`src/rtl/apb_pkg.sv`:
```
// APB requester shared definitions.
// State encoding, default sizing, response flag layout.
package apb_pkg;

  typedef enum logic [1:0] {
    IDLE   = 2'd0,
    SETUP  = 2'd1,
    ACCESS = 2'd2,
    RESP   = 2'd3
  } apb_state_t;

  localparam int APB_ADDR_WIDTH_DEF = 32;
  localparam int APB_DATA_WIDTH_DEF = 32;
  localparam int TIMEOUT_CYCLES_DEF = 16;

  localparam int WAIT_CNT_W = 5;

  localparam int RSP_ERR_BIT     = 0;
  localparam int RSP_TIMEOUT_BIT = 1;
  localparam int RSP_FLAGS_W     = 2;

endpackage

```
`src/rtl/apb_master.sv`:
```
// APB requester: one command in, one APB transfer, one response out.
// Every APB and response output comes straight from a flop.
module apb_master
  import apb_pkg::*;
#(
  parameter int APB_ADDR_WIDTH = APB_ADDR_WIDTH_DEF,
  parameter int APB_DATA_WIDTH = APB_DATA_WIDTH_DEF,
  parameter int TIMEOUT_CYCLES = TIMEOUT_CYCLES_DEF
) (
  input  logic                        apb_clk_in,
  input  logic                        apb_rstn_in,
  input  logic                        cmd_valid_in,
  output logic                        cmd_ready_out,
  input  logic [APB_ADDR_WIDTH-1:0]   cmd_addr_in,
  input  logic                        cmd_write_in,
  input  logic [APB_DATA_WIDTH-1:0]   cmd_wdata_in,
  input  logic [APB_DATA_WIDTH/8-1:0] cmd_strb_in,
  output logic                        rsp_valid_out,
  input  logic                        rsp_ready_in,
  output logic [APB_DATA_WIDTH-1:0]   rsp_rdata_out,
  output logic                        rsp_err_out,
  output logic                        rsp_timeout_out,
  output logic [APB_ADDR_WIDTH-1:0]   apb_addr_out,
  output logic                        apb_write_out,
  output logic [APB_DATA_WIDTH-1:0]   apb_wdata_out,
  output logic [APB_DATA_WIDTH/8-1:0] apb_strb_out,
  output logic                        apb_psel_out,
  output logic                        apb_penable_out,
  input  logic [APB_DATA_WIDTH-1:0]   apb_rdata_in,
  input  logic                        apb_ready_in,
  input  logic                        apb_slverr_in
);

  localparam int STRB_W = APB_DATA_WIDTH / 8;
  // Counter widens only if a timeout beyond 32 cycles is configured.
  localparam int WAIT_W =
    (TIMEOUT_CYCLES > (1 << WAIT_CNT_W)) ? 8 : WAIT_CNT_W;
  localparam logic [WAIT_W-1:0] WAIT_LAST =
    WAIT_W'(TIMEOUT_CYCLES - 1);

  apb_state_t                state, state_nx;
  logic [WAIT_W-1:0]         wait_cnt, wait_nx;
  logic [RSP_FLAGS_W-1:0]    flags, flags_nx;
  logic                      cmd_ready_nx;
  logic                      rsp_valid_nx;
  logic [APB_DATA_WIDTH-1:0] rdata_nx;
  logic [APB_ADDR_WIDTH-1:0] addr_nx;
  logic                      write_nx;
  logic [APB_DATA_WIDTH-1:0] wdata_nx;
  logic [STRB_W-1:0]         strb_nx;
  logic                      psel_nx;
  logic                      penable_nx;

  assign rsp_err_out     = flags[RSP_ERR_BIT];
  assign rsp_timeout_out = flags[RSP_TIMEOUT_BIT];

  // Next state and next value of every registered output.
  always_comb begin
    state_nx     = state;
    wait_nx      = wait_cnt;
    flags_nx     = flags;
    cmd_ready_nx = 1'b0;
    rsp_valid_nx = rsp_valid_out;
    rdata_nx     = rsp_rdata_out;
    addr_nx      = apb_addr_out;
    write_nx     = apb_write_out;
    wdata_nx     = apb_wdata_out;
    strb_nx      = apb_strb_out;
    psel_nx      = 1'b0;
    penable_nx   = 1'b0;
    unique case (state)
      IDLE: begin
        if (cmd_valid_in && cmd_ready_out) begin
          state_nx = SETUP;
          psel_nx  = 1'b1;
          wait_nx  = '0;
          addr_nx  = cmd_addr_in;
          write_nx = cmd_write_in;
          wdata_nx = cmd_write_in ? cmd_wdata_in : '0;
          strb_nx  = cmd_write_in ? cmd_strb_in : '0;
        end else begin
          cmd_ready_nx = 1'b1;
        end
      end
      SETUP: begin
        state_nx   = ACCESS;
        psel_nx    = 1'b1;
        penable_nx = 1'b1;
      end
      ACCESS: begin
        if (apb_ready_in) begin
          state_nx = RESP;
          rsp_valid_nx = 1'b1;
          rdata_nx = apb_write_out ? '0 : apb_rdata_in;
          flags_nx = '0;
          flags_nx[RSP_ERR_BIT] = apb_slverr_in;
        end else if (wait_cnt == WAIT_LAST) begin
          state_nx = RESP;
          rsp_valid_nx = 1'b1;
          rdata_nx = '0;
          flags_nx = '0;
          flags_nx[RSP_ERR_BIT] = 1'b1;
          flags_nx[RSP_TIMEOUT_BIT] = 1'b1;
        end else begin
          wait_nx    = wait_cnt + 1'b1;
          psel_nx    = 1'b1;
          penable_nx = 1'b1;
        end
      end
      RESP: begin
        if (rsp_ready_in) begin
          state_nx     = IDLE;
          rsp_valid_nx = 1'b0;
          cmd_ready_nx = 1'b1;
        end
      end
      default: state_nx = IDLE;
    endcase
  end

  // State and output registers; reset abandons any transfer.
  always_ff @(posedge apb_clk_in) begin
    if (!apb_rstn_in) begin
      state           <= IDLE;
      wait_cnt        <= '0;
      flags           <= '0;
      cmd_ready_out   <= 1'b0;
      rsp_valid_out   <= 1'b0;
      rsp_rdata_out   <= '0;
      apb_addr_out    <= '0;
      apb_write_out   <= 1'b0;
      apb_wdata_out   <= '0;
      apb_strb_out    <= '0;
      apb_psel_out    <= 1'b0;
      apb_penable_out <= 1'b0;
    end else begin
      state           <= state_nx;
      wait_cnt        <= wait_nx;
      flags           <= flags_nx;
      cmd_ready_out   <= cmd_ready_nx;
      rsp_valid_out   <= rsp_valid_nx;
      rsp_rdata_out   <= rdata_nx;
      apb_addr_out    <= addr_nx;
      apb_write_out   <= write_nx;
      apb_wdata_out   <= wdata_nx;
      apb_strb_out    <= strb_nx;
      apb_psel_out    <= psel_nx;
      apb_penable_out <= penable_nx;
    end
  end

endmodule

```
`config.mk`:
```
export PLATFORM = sky130hd
export DESIGN_NAME = apb_master
export DESIGN_NICKNAME = d
export VERILOG_FILES = /design/src/rtl/apb_pkg.sv /design/src/rtl/apb_master.sv
export SDC_FILE = /design/constraint.sdc
export NUM_CORES = 1
export LEC_CHECK = 0
export ABC_CLOCK_PERIOD_IN_PS = 1900
export CAP_MARGIN = 20
export CORE_ASPECT_RATIO = 0.5
export CORE_MARGIN = 5
export CORE_UTILIZATION = 36
export CTS_CLUSTER_SIZE = 10
export DETAILED_ROUTE_END_ITERATION = 12
export GPL_TIMING_DRIVEN = 0
export PLACE_DENSITY = 0.76
export SKIP_CTS_REPAIR_TIMING = 1
export SYNTH_ARGS = -nofsm -noshare
export SYNTH_HDL_FRONTEND = slang
export SYNTH_SLANG_ARGS = --single-unit
```
`constraint.sdc`:
```
create_clock -name apb_clk_in -period 1.9 [get_ports apb_clk_in]
set_input_delay 0.19 -clock apb_clk_in [delete_from_list [all_inputs] [get_ports apb_clk_in]]
set_output_delay 0.19 -clock apb_clk_in [all_outputs]
set_load 0.1 [all_outputs]
```
-- Word level (Yosys, flattened, before mapping)
Cells that the tools add are included.
W data, S select, Z words.
- bits in registers: 114
- output and inout port bits: 107
- add/subtract/negate cells: 1
- eq/ne operators: 9
- multiplexer cells: 27
- reductions and logical operators: 10
- operators with widths (cell ; number):
    $mux W32 ; 4
    $mux W5 ; 3
    $mux W2 ; 5
    $pmux W5 S2 ; 1
    $mux W1 ; 8
    $ne A2 B2 Y1 const B ; 4
    $pmux W2 S4 ; 1
    $pmux W1 S2 ; 3
    $reduce_and A3 Y1 ; 2
    $reduce_bool A2 Y1 ; 3
    $add A5 B1 Y5 const B ; 1
    $eq A5 B4 Y1 const B ; 1
    $eq A2 B2 Y1 const B ; 2
    $mux W4 ; 1
    $reduce_and A2 Y1 ; 2
    $reduce_and A4 Y1 ; 1
    $ne A3 B3 Y1 const B ; 1
    $pmux W1 S3 ; 1
    $eq A2 B1 Y1 const B ; 1
    $logic_not A2 Y1 ; 1
    $logic_and A1 B1 Y1 ; 1

-- Longest topological paths before layout
Gate-level depths: netlist (run 1).
- word-level depth: 4
- gate-level depth with buffers: 8
- depth with buffers taken out: 6

-- Worst setup path after synthesis (run 1)
Ideal clock, no wire load.
- kind: flip-flop to flip-flop
- from: register cmd_ready_out
- to: register wait_cnt[3]
- arrival: 2.011 ns
- data required time: 1.826 ns
- slack: -0.185 ns
- stages on the path, launching flop included: 4
- buffers on the path: 0
- cells stage by stage: dfxtp_1 a21boi_0 or4b_1 a31oi_1
- cells in the longest elaborated chain, start to end: 3
- ends and longest elaborated chain (element ; RTL line ; text):
    start: declaration ; apb_master.sv:13 ; output logic cmd_ready_out,
    start signal: assignment ; apb_master.sv:140 ; cmd_ready_out <= cmd_ready_nx;
    $logic_and A1 B1 Y1 ; apb_master.sv:73 ; if (cmd_valid_in && cmd_ready_out) begin
    $ne A2 B2 Y1 (no source line) ; n/a ;
    $reduce_and A4 Y1 (no source line) ; n/a ;
    end signal: assignment ; apb_master.sv:138 ; wait_cnt <= wait_nx;
    end: declaration ; apb_master.sv:42 ; logic [WAIT_W-1:0] wait_cnt, wait_nx;
Every way passes these cells.
A chain may end at the register's enable or synchronous reset.

-- Worst setup path after layout (run 1)
- from: register wait_cnt[0]
- to: register wait_cnt[3]
- cells in the longest elaborated chain, start to end: 4
- ends and longest elaborated chain (element ; RTL line ; text):
    $add A5 B1 Y5 ; apb_master.sv:105 ; wait_nx = wait_cnt + 1'b1;
    $mux W5 ; apb_master.sv:97 ; end else if (wait_cnt == WAIT_LAST) begin
    $mux W5 ; apb_master.sv:91 ; if (apb_ready_in) begin
    $pmux W5 S2 ; apb_master.sv:71 ; unique case (state)
Several ways; a longest one is shown, not always the timed one. The select of a mux whose other input is x is not followed.

==> results.md, run 1 <==
* WL/cell at 16.2 um
* Starting DRC count in detailed routing at 253
* Syn Nets at 599
* Sequential area share after synthesis at 55.3%
* Worst Path Arrival at 2.20 ns
* Max Cap Viol at 0
* CTS Root Cell: clkbuf_16
* Compound-Gate Fraction of Synth Area at 17.4%
* Final Critical Period at 1.87 ns
* Worst setup SP type: flip-flop
* Vias in the first global route at 4197
* Share of cells above drive strength 1 at 8.79%
* Clock transition at the registers of the reported paths at 0.05 ns
* Rows at 27
* Via density at 4.93
* Final setup fails at 0
* Worst-skew pair later-pin latency at 0.41 ns
* FMAX at 534 MHz
* DRT Wirelength at 14.1 mm
* Die area at 13800 um2
* Sink Count at 114
* RePlAce Congestion at 0.774
* Placed cell area at 6420 um2
* Gr ovfl total at 0
* Cell Area, Synth at 4130 um2
* Clock Path Buffers at 2
* Vias after detailed routing at 4306
* PD cells at 1300 nW/um2
* ANT cells at 0
* Cells after synthesis at 484
* Initial antenna violation count at 0
* Buffers on Ports at 211
* Final WS setup at 0.0273 ns
* CTS Buf Count at 17
* GRT Overall Usage at 19.5%
* Pin slew with the least headroom to its limit at 1.03 ns
* Post-DP HPWL at 10.2 mm
* Multiplexer share of the synthesized area at 0.485%
* Global-route wire length before repair at 21.5 mm
* Drt drc at 0
* IO Count at 214
* Worst hold slack at 0.167 ns
* Largest family of logic cells by synthesized area: simple AND/OR/NAND/NOR gates
* DR pass1 iterations at 4
* Initial Util at 37.2%
* Synth Area per Inst at 8.53 um2
* Die X at 161 um
* Critical Path End Type: flip-flop
* Synth area leaders: dfxtp_1, nand2_1, a21oi_1
* Final Core Density at 66.4%
* Post-synth top area cell: dfxtp_1
* Worst Path Required at 2.23 ns
* Finished Cell Area at 7380 um2
* Layout area overhead at 78.6%
* Worst Setup Path Type: reg -> reg
* Static leakage at 4.44 nW
* # H-tree levels at 4
* Placed instance count at 840
* Outcome: finished clean
* FF+latch count, synth at 114
* Final Instance Count excl. Fillers at 873
* Area share of the largest cell type after synthesis at 55.3%
* Critical Path Fanout Max at 6
* CTS tree: yes
* Fill cells at 861
* Setup WS pre-CTS at -0.232 ns
* Synth Area in Simple Gates at 20.4%
* Yosys warnings at 0
* Fin crit share at 98.6%
* Final Hold Viols at 0
* Library cells used by synthesis at 34
* Worst Hold Class: in -> reg
* XOR/XNOR share of the synthesized area at 0%
* Rel. slew slack at 31.4%
* DIE HEIGHT at 85.7 um
* Peak VDD IR at 697 uV
* Final Slew Violations at 0
* NumNets Final at 830
* Synth Area in Adders at 2.42%
* Post-DRT Antenna Nets at 0
* Largest net degree at the start of global routing at 17
* Layout Skew at 0.00952 ns
* Core Area at 11100 um2
-- metal layers --
metal / global-route usage (%) / wire length (um)
met1: 22.7 / 5870
met2: 34.6 / 7290
met3: 4.90 / 721
met4: 8.67 / 241
met5: 0 / 0
-- flip-flops by register name (all words and copies together), names as in the netlist, 2 cells and up --
register       flops
rsp_rdata_out     32
state              2
apb_strb_out       4
wait_cnt           5
apb_wdata_out     32
apb_addr_out      32
flags              2
-- layout by cell type (no fill, tap or decap), drive strengths merged, types with 2 or more instances in the layout --
cell and count:
dfxtp 114, a31oi 2, mux2i 2, a211oi 2, o21ai 4, a21oi 73, and3 2, clkbuf 48
ha 8, o31ai 3, nor3 2, buf 9, nand3 39, inv 4, nor2 36, nand2 109
clkinv 4, dlymetal6s2s 107, clkdlybuf4s50 104, clkinvlp 6, bufinv 4, a22oi 32
-- power by group --
part           leakage, nW  internal [mW]  total, mW  switching [mW]
Sequential           0.923           2.65       2.78           0.134
Clock                0.284           2.18       3.31            1.12
Combinational         3.24          0.921       3.51            2.59
-- critical path: stages, from the launching register on --
cell and delay, ns:
dfxtp_2 0.34, ha_2 0.20, and3_4 0.19, ha_4 0.18
nor3b_4 0.30, or4b_1 0.46, a31oi_1 0.13
-- cell families after synthesis --
family,after synthesis
flip-flops,114
buffers and inverters,42
AO/OA/AOI/OAI,121
AND/OR/NAND/NOR,197
multiplexers,2
adder cells (fa/ha/maj),8
-- cell usage after synthesis --
master	instances
dfxtp_1	114
nand2_1	109
a21oi_1	73
nand3_1	39
nor2_1	36
a22oi_1	32
clkbuf_1	31
ha_1	8
buf_2	5
inv_1	3
o21ai_0	3
o31ai_1	3
a211oi_1	2
a31oi_1	2
and3_1	2
buf_1	2
mux2i_1	2
nor3_1	2
a21bo_2	1
a21boi_0	1
a311oi_1	1
and3b_2	1
inv_2	1
nand2b_1	1
nand3b_1	1
nand4_1	1
nand4b_1	1
nor2b_1	1
nor3b_4	1
o21a_1	1
o21ai_1	1
o221a_2	1
or2b_1	1
or4b_1	1
-- final timing paths --
check | start | end | slack (ns) | cells after the start
max | wait_cnt[0] | wait_cnt[3] | 0.03 | 6
min | apb_rstn_in | flags[1] | 0.17 | 3
max reg2reg | wait_cnt[0] | wait_cnt[3] | 0.03 | 6
min reg2reg | apb_wdata_out[18] | apb_wdata_out[18] | 0.44 | 2
-- layout make-up --
type | instances | area [um2] | share of cell area (%)
tap | 145 | 181 | 2.46
buffer | 37 | 170 | 2.31
multi-input combinational | 328 | 1710 | 23.2
sequential | 114 | 2280 | 31.0
clock buffer | 18 | 429 | 5.82
inverter | 4 | 15.0 | 0.203
timing repair buffer | 213 | 2390 | 32.5
clock inverter | 14 | 189 | 2.56
-- metrics by stage --
stage                     setup TNS (ns)  total power, mW
after floorplan                        0             5.33
after global placement             -3.81             6.27
after detailed placement           -6.20             6.30
after CTS                         -27.84             9.63
after global routing             -0.0370             9.98
final                                  0             9.60
No activity file was read; power rests on OpenSTA's default activity.
==> run 2, diff against run 1 <==
Settings changed: CORE_ASPECT_RATIO 0.5 to 1.1.
==> results.md, run 2 (synthesis gave the netlist of run 1 again) <==
* Most common cell after layout, fill and taps aside: dfxtp_1
* Worst-skew pair later-pin latency at 0.40 ns (about the same)
* Rows at 41 (+52%)
* PD cells at 1290 nW/um2 (-0.51%)
* Die area at 13700 um2 (-0.92%)
* Worst Hold Path EP: flags[1]
* Initial antenna violation count at 0 (unchanged)
* Fin crit share at 94.1% (-4.5 points)
* Final Slew Violations at 0 (unchanged)
* IO Count at 214 (unchanged)
* Outcome: finished clean
* Final Hold Viols at 0 (unchanged)
* Hold Startpoint: apb_rstn_in
* Post-DRT Antenna Nets at 0 (unchanged)
* Share of cells above drive strength 1 at 8.80% (+0.012 points)
* Core Area at 11300 um2 (+2.0%)
* Initial Util at 36.4% (-0.73 points)
* Via density at 4.84 (-1.9%)
* Worst setup SP type: flip-flop
* Reg2Reg Launch Point: wait_cnt[0]
* Crit path max-delay family: simple AND/OR/NAND/NOR gates
* Drt drc at 0 (unchanged)
* Clock Path Buffers at 2 (unchanged)
* Final setup fails at 0 (unchanged)
* Final Critical Period at 1.79 ns (-0.0846 ns)
* CTS tree: yes
* FMAX at 559 MHz (+4.7%)
* Biggest registers after layout: apb_addr_out: 32 flops, apb_wdata_out: 32 flops, rsp_rdata_out: 32 flops
* Setup WS pre-CTS at -0.212 ns (+0.0197 ns)
* Worst Setup Path Type: reg -> reg
* Rel. slew slack at 30.9% (-0.56 points)
* Critical Path End Type: flip-flop
* Post-DP HPWL at 10.3 mm (+0.76%)
* Worst Path Arrival at 2.11 ns (-0.09 ns)
* Final Core Density at 65.3% (-1.1 points)
* Reg2reg path depth at 6 (unchanged)
* Max Cap Viol at 0 (unchanged)
* Global-route wire length before repair at 20.7 mm (-3.9%)
* CTS Root Cell: clkbuf_16
* Critical R2R Capture: wait_cnt[3]
* Sink Count at 114 (unchanged)
* Layout Skew at 0.0110 ns (+0.00144 ns)
* DR pass1 iterations at 5 (+1)
* CTS Buf Count at 17 (unchanged)
* Clock transition at the registers of the reported paths at 0.05 ns (about the same)
* Critical Path Fanout Max at 5 (-1)
* Placed cell area at 6430 um2 (about the same)
* NumNets Final at 830 (unchanged)
* Final WS setup at 0.112 ns (+0.0846 ns)
* RePlAce Congestion at 0.814 (+5.2%)
* Peak VDD IR at 796 uV (+14%)
* Vias in the first global route at 4237 (+0.95%)
* Worst Path Required at 2.22 ns (about the same)
* Buf/Inv on CP at 0 (unchanged)
* WL/cell at 15.5 um (-4.3%)
* Flop2flop setup slack at 0.11 ns (+0.08 ns)
* Largest net degree at the start of global routing at 17 (unchanged)
* Static leakage at 4.47 nW (+0.67%)
* Finished Cell Area at 7400 um2 (+0.34%)
* Worst Hold Class: in -> reg
* Hold path cells at 3 (unchanged)
* Largest stage delay, worst path at 0.45 ns (about the same)
* DIE HEIGHT at 122 um (+43%)
* GRT Overall Usage at 18.7% (-0.82 points)
* Slowest-stage cell, CP: or4b_1
* Commonest cells after routing, fill and taps aside: dfxtp_1, nand2_1, dlymetal6s2s_1, clkdlybuf4s50_1, a21oi_1
* Pin slew with the least headroom to its limit at 1.03 ns (+0.00831 ns)
* Crit-path cells: ha_2 -> and3_4 -> ha_4 -> nor3b_4 -> or4b_1 -> a31oi_1
* Worst hold slack at 0.169 ns (+0.00200 ns)
* Gr ovfl total at 0 (unchanged)
* Buffers on Ports at 211 (unchanged)
* # H-tree levels at 4 (unchanged)
* Die X at 112 um (-31%)
* DRT Wirelength at 13.6 mm (-3.8%)
* RSZ-0062 raised after global routing: no
* ANT cells at 0 (unchanged)
* Layout area overhead at 79.2%
* Vias after detailed routing at 4245 (-1.4%)
* Power, Total at 9.59 mW (-0.18%)
* Starting DRC count in detailed routing at 206 (-19%)
-- run 2: changes by cell type in the layout (fill, tap and decap cells not counted), moves of 3 or more --
cell        before  now
clkbuf_8         0    4
clkinvlp_4       6    2
clkbuf_4         4    1
clkbuf_2         8   11
-- run 2: cell type report --
type                            instances  area, um2
Fill cell                             910       3930
Timing Repair Buffer                  214       2400
Sequential cell                       114       2290
Multi-Input combinational cell        328       1720
Clock buffer                           21        480
Tap cell                              150        188
Buffer                                 36        158
Clock inverter                         10        155
Inverter                                4       15.0
-- run 2: how the worst max path moves through the flow --
stage	cells after the start	from	slack [ns]	end
after floorplan	6	wait_cnt[0]	0.02	wait_cnt[3]
after global placement	7	wait_cnt[0]	-0.14	rsp_rdata_out[8]
after detailed placement	7	wait_cnt[0]	-0.21	rsp_rdata_out[18]
after CTS	1	apb_write_out	-0.28	apb_write_out
after global routing	6	state[1]	0.008	apb_addr_out[1]
final	6	wait_cnt[0]	0.11	wait_cnt[3]
-- run 2: power by group --
part	switching, mW	internal (mW)
sequential	0.146	2.65
clock	1.03	2.31
combinational	2.54	0.909
-- run 2: worst min-delay path, cell delays in order --
cell      delay, ns
clkbuf_1       0.19
nand2_1        0.11
nor2_1         0.03
-- run 2: per-layer routing --
metal	vias to the layer above	track usage [%]	part of all wire [%]
met5	-	0	0
met4	0	7.66	2.5
met3	21	6.26	5.4
met2	137	32.2	51
met1	1969	21.5	41
li1	2118	-	-
-- run 2: metrics by stage --
| stage | instances | setup TNS (ns) |
|---|---|---|
| finish | 877 | 0 |
| global placement | 845 | -4.26 |
| CTS | 876 | -27.21 |
| floorplan | 484 | 0 |
| global route | 877 | 0 |
| detailed placement | 845 | -7.52 |
==> run 3, diff against run 2 <==
Settings changed: SKIP_CTS_REPAIR_TIMING 1 to not set.
==> results.md, run 3 (synthesis gave the netlist of run 1 again) <==
* Placed instance count at 845 (unchanged)
* Peak VDD IR at 791 uV (-0.64%)
* # H-tree levels at 4 (unchanged)
* Share of cells above drive strength 1 at 8.40% (-0.40 points)
* Die area at 13700 um2 (unchanged)
* Outcome: finished clean
* Final setup fails at 0 (unchanged)
* Core Area at 11300 um2 (unchanged)
* Worst hold slack at 0.173 ns (+0.00342 ns)
* Fin crit share at 97.8% (+3.6 points)
* Final Hold Viols at 0 (unchanged)
* Starting DRC count in detailed routing at 198 (-3.9%)
* Layout area overhead at 69.2%
* DRT Wirelength at 13.3 mm (-2.1%)
* Buffers on Ports at 211 (unchanged)
* Final Critical Period at 1.86 ns (+0.0693 ns)
* Static leakage at 3.02 nW (-33%)
* Sink Count at 114 (unchanged)
* Slowest-stage cell, CP: clkdlybuf4s15_1
* Clock Path Buffers at 2 (unchanged)
* Crit-path cells: clkdlybuf4s15_1
* DIE HEIGHT at 122 um (unchanged)
* Final Slew Violations at 0 (unchanged)
* Reg2reg path depth at 6 (unchanged)
* Buf/Inv on CP at 1 (+1)
* RSZ-0062 raised after global routing: no
* GRT Overall Usage at 18.7% (+0.031 points)
* Biggest registers after layout: apb_addr_out: 32 flops, apb_wdata_out: 32 flops, rsp_rdata_out: 32 flops
* IO Count at 214 (unchanged)
* Rel. slew slack at 32.4% (+1.5 points)
* Max Cap Viol at 0 (unchanged)
* Clock transition at the registers of the reported paths at 0.05 ns (about the same)
* Global-route wire length before repair at 20.7 mm (+0.20%)
* Most common cell after layout, fill and taps aside: dfxtp_1
* Setup WS pre-CTS at -0.212 ns (unchanged)
* Worst Hold Path EP: flags[1]
* CTS Buf Count at 17 (unchanged)
* Placed cell area at 6430 um2 (unchanged)
* Setup TNS at 0 ns (unchanged)
* Critical Path End Type: output pin
* Gr ovfl total at 0 (unchanged)
* Initial Util at 36.4% (unchanged)
* Via density at 4.86 (+0.33%)
* Worst setup SP type: flip-flop
* Reg2Reg Launch Point: wait_cnt[0]
* CTS tree: yes
* Finished Cell Area at 6990 um2 (-5.6%)
* CTS Root Cell: clkbuf_16
* ANT cells at 0 (unchanged)
* Final Instance Count excl. Fillers at 876 (-0.11%)
* Pin slew with the least headroom to its limit at 1.02 ns (-0.0163 ns)
* Critical Path Fanout Max at 3 (-2)
* Vias in the first global route at 4237 (unchanged)
* Drt drc at 0 (unchanged)
* Worst Path Required at 1.71 ns (-0.51 ns)
* Largest stage delay, worst path at 0.86 ns (+0.41 ns)
* Rows at 41 (unchanged)
* Worst Hold Class: in -> reg
* Layout Skew at 0.00716 ns (-0.00380 ns)
* Worst Setup Path Type: reg -> out
* Die X at 112 um (unchanged)
* Post-DRT Antenna Nets at 0 (unchanged)
* Hold Startpoint: apb_rstn_in
* Post-DP HPWL at 10.3 mm (unchanged)
* Commonest cells after routing, fill and taps aside: dfxtp_1, nand2_1, dlygate4sd2_1, clkdlybuf4s50_1, a21oi_1
* Worst Path Arrival at 1.67 ns (-0.44 ns)
* Crit path max-delay family: buffers and inverters
* FMAX at 538 MHz (-3.7%)
* DR pass1 iterations at 4 (-1)
* WL/cell at 15.2 um (-2.0%)
* Flop2flop setup slack at 0.09 ns (-0.02 ns)
* Worst-skew pair later-pin latency at 0.40 ns (about the same)
* Power, Total at 9.46 mW (-1.4%)
* Critical R2R Capture: wait_cnt[3]
* Final WS setup at 0.0426 ns (-0.0693 ns)
* Final Core Density at 61.6% (-3.7 points)
* RePlAce Congestion at 0.814 (unchanged)
* Initial antenna violation count at 0 (unchanged)
* Vias after detailed routing at 4254 (+0.21%)
* NumNets Final at 829 (-0.12%)
* Hold path cells at 3 (unchanged)
* Largest net degree at the start of global routing at 17 (unchanged)
* PD cells at 1350 nW/um2 (+4.5%)
## run 3: worst max-delay path by stage
stage                   from                 to  cells after the start
2_1_floorplan    wait_cnt[0]        wait_cnt[3]                      6
5_1_grt          wait_cnt[0]        wait_cnt[3]                      6
3_3_place_gp     wait_cnt[0]   rsp_rdata_out[8]                      7
3_5_place_dp     wait_cnt[0]  rsp_rdata_out[18]                      7
4_1_cts          wait_cnt[0]   rsp_rdata_out[2]                      7
6_report       apb_write_out      apb_write_out                      1
## run 3: layout make-up
type	count	area, um2
Multi-Input combinational cell	328	1720
Tap cell	150	188
Buffer	37	163
Clock buffer	21	480
Timing Repair Buffer	212	1990
Clock inverter	10	155
Sequential cell	114	2280
Fill cell	1021	4350
Inverter	4	15.0
## run 3: report_power, final
group          leakage (nW)  switching [mW]  internal [mW]  total (mW)
clock                 0.311            1.04           2.31        3.35
sequential            0.923           0.146           2.65        2.80
combinational          1.78            2.54          0.769        3.31
## run 3: per-layer routing
layer | track usage [%] | share of wire (%) | vias up
met1 | 21.5 | 41 | 1963
met2 | 32.1 | 50 | 147
met4 | 7.66 | 2.4 | 0
met5 | 0 | 0 | -
li1 | - | - | 2123
met3 | 6.46 | 6.5 | 21
## run 3: repair_timing
action / CTS / global route
pin swaps: 1 / 0
endpoints found under the setup margin: 170 / 107
gates cloned: 0 / 0
hold endpoints to repair: 0 / 0
gates resized for setup: 112 / 28
buffers inserted: 1 / 0
hold buffers: 0 / 0
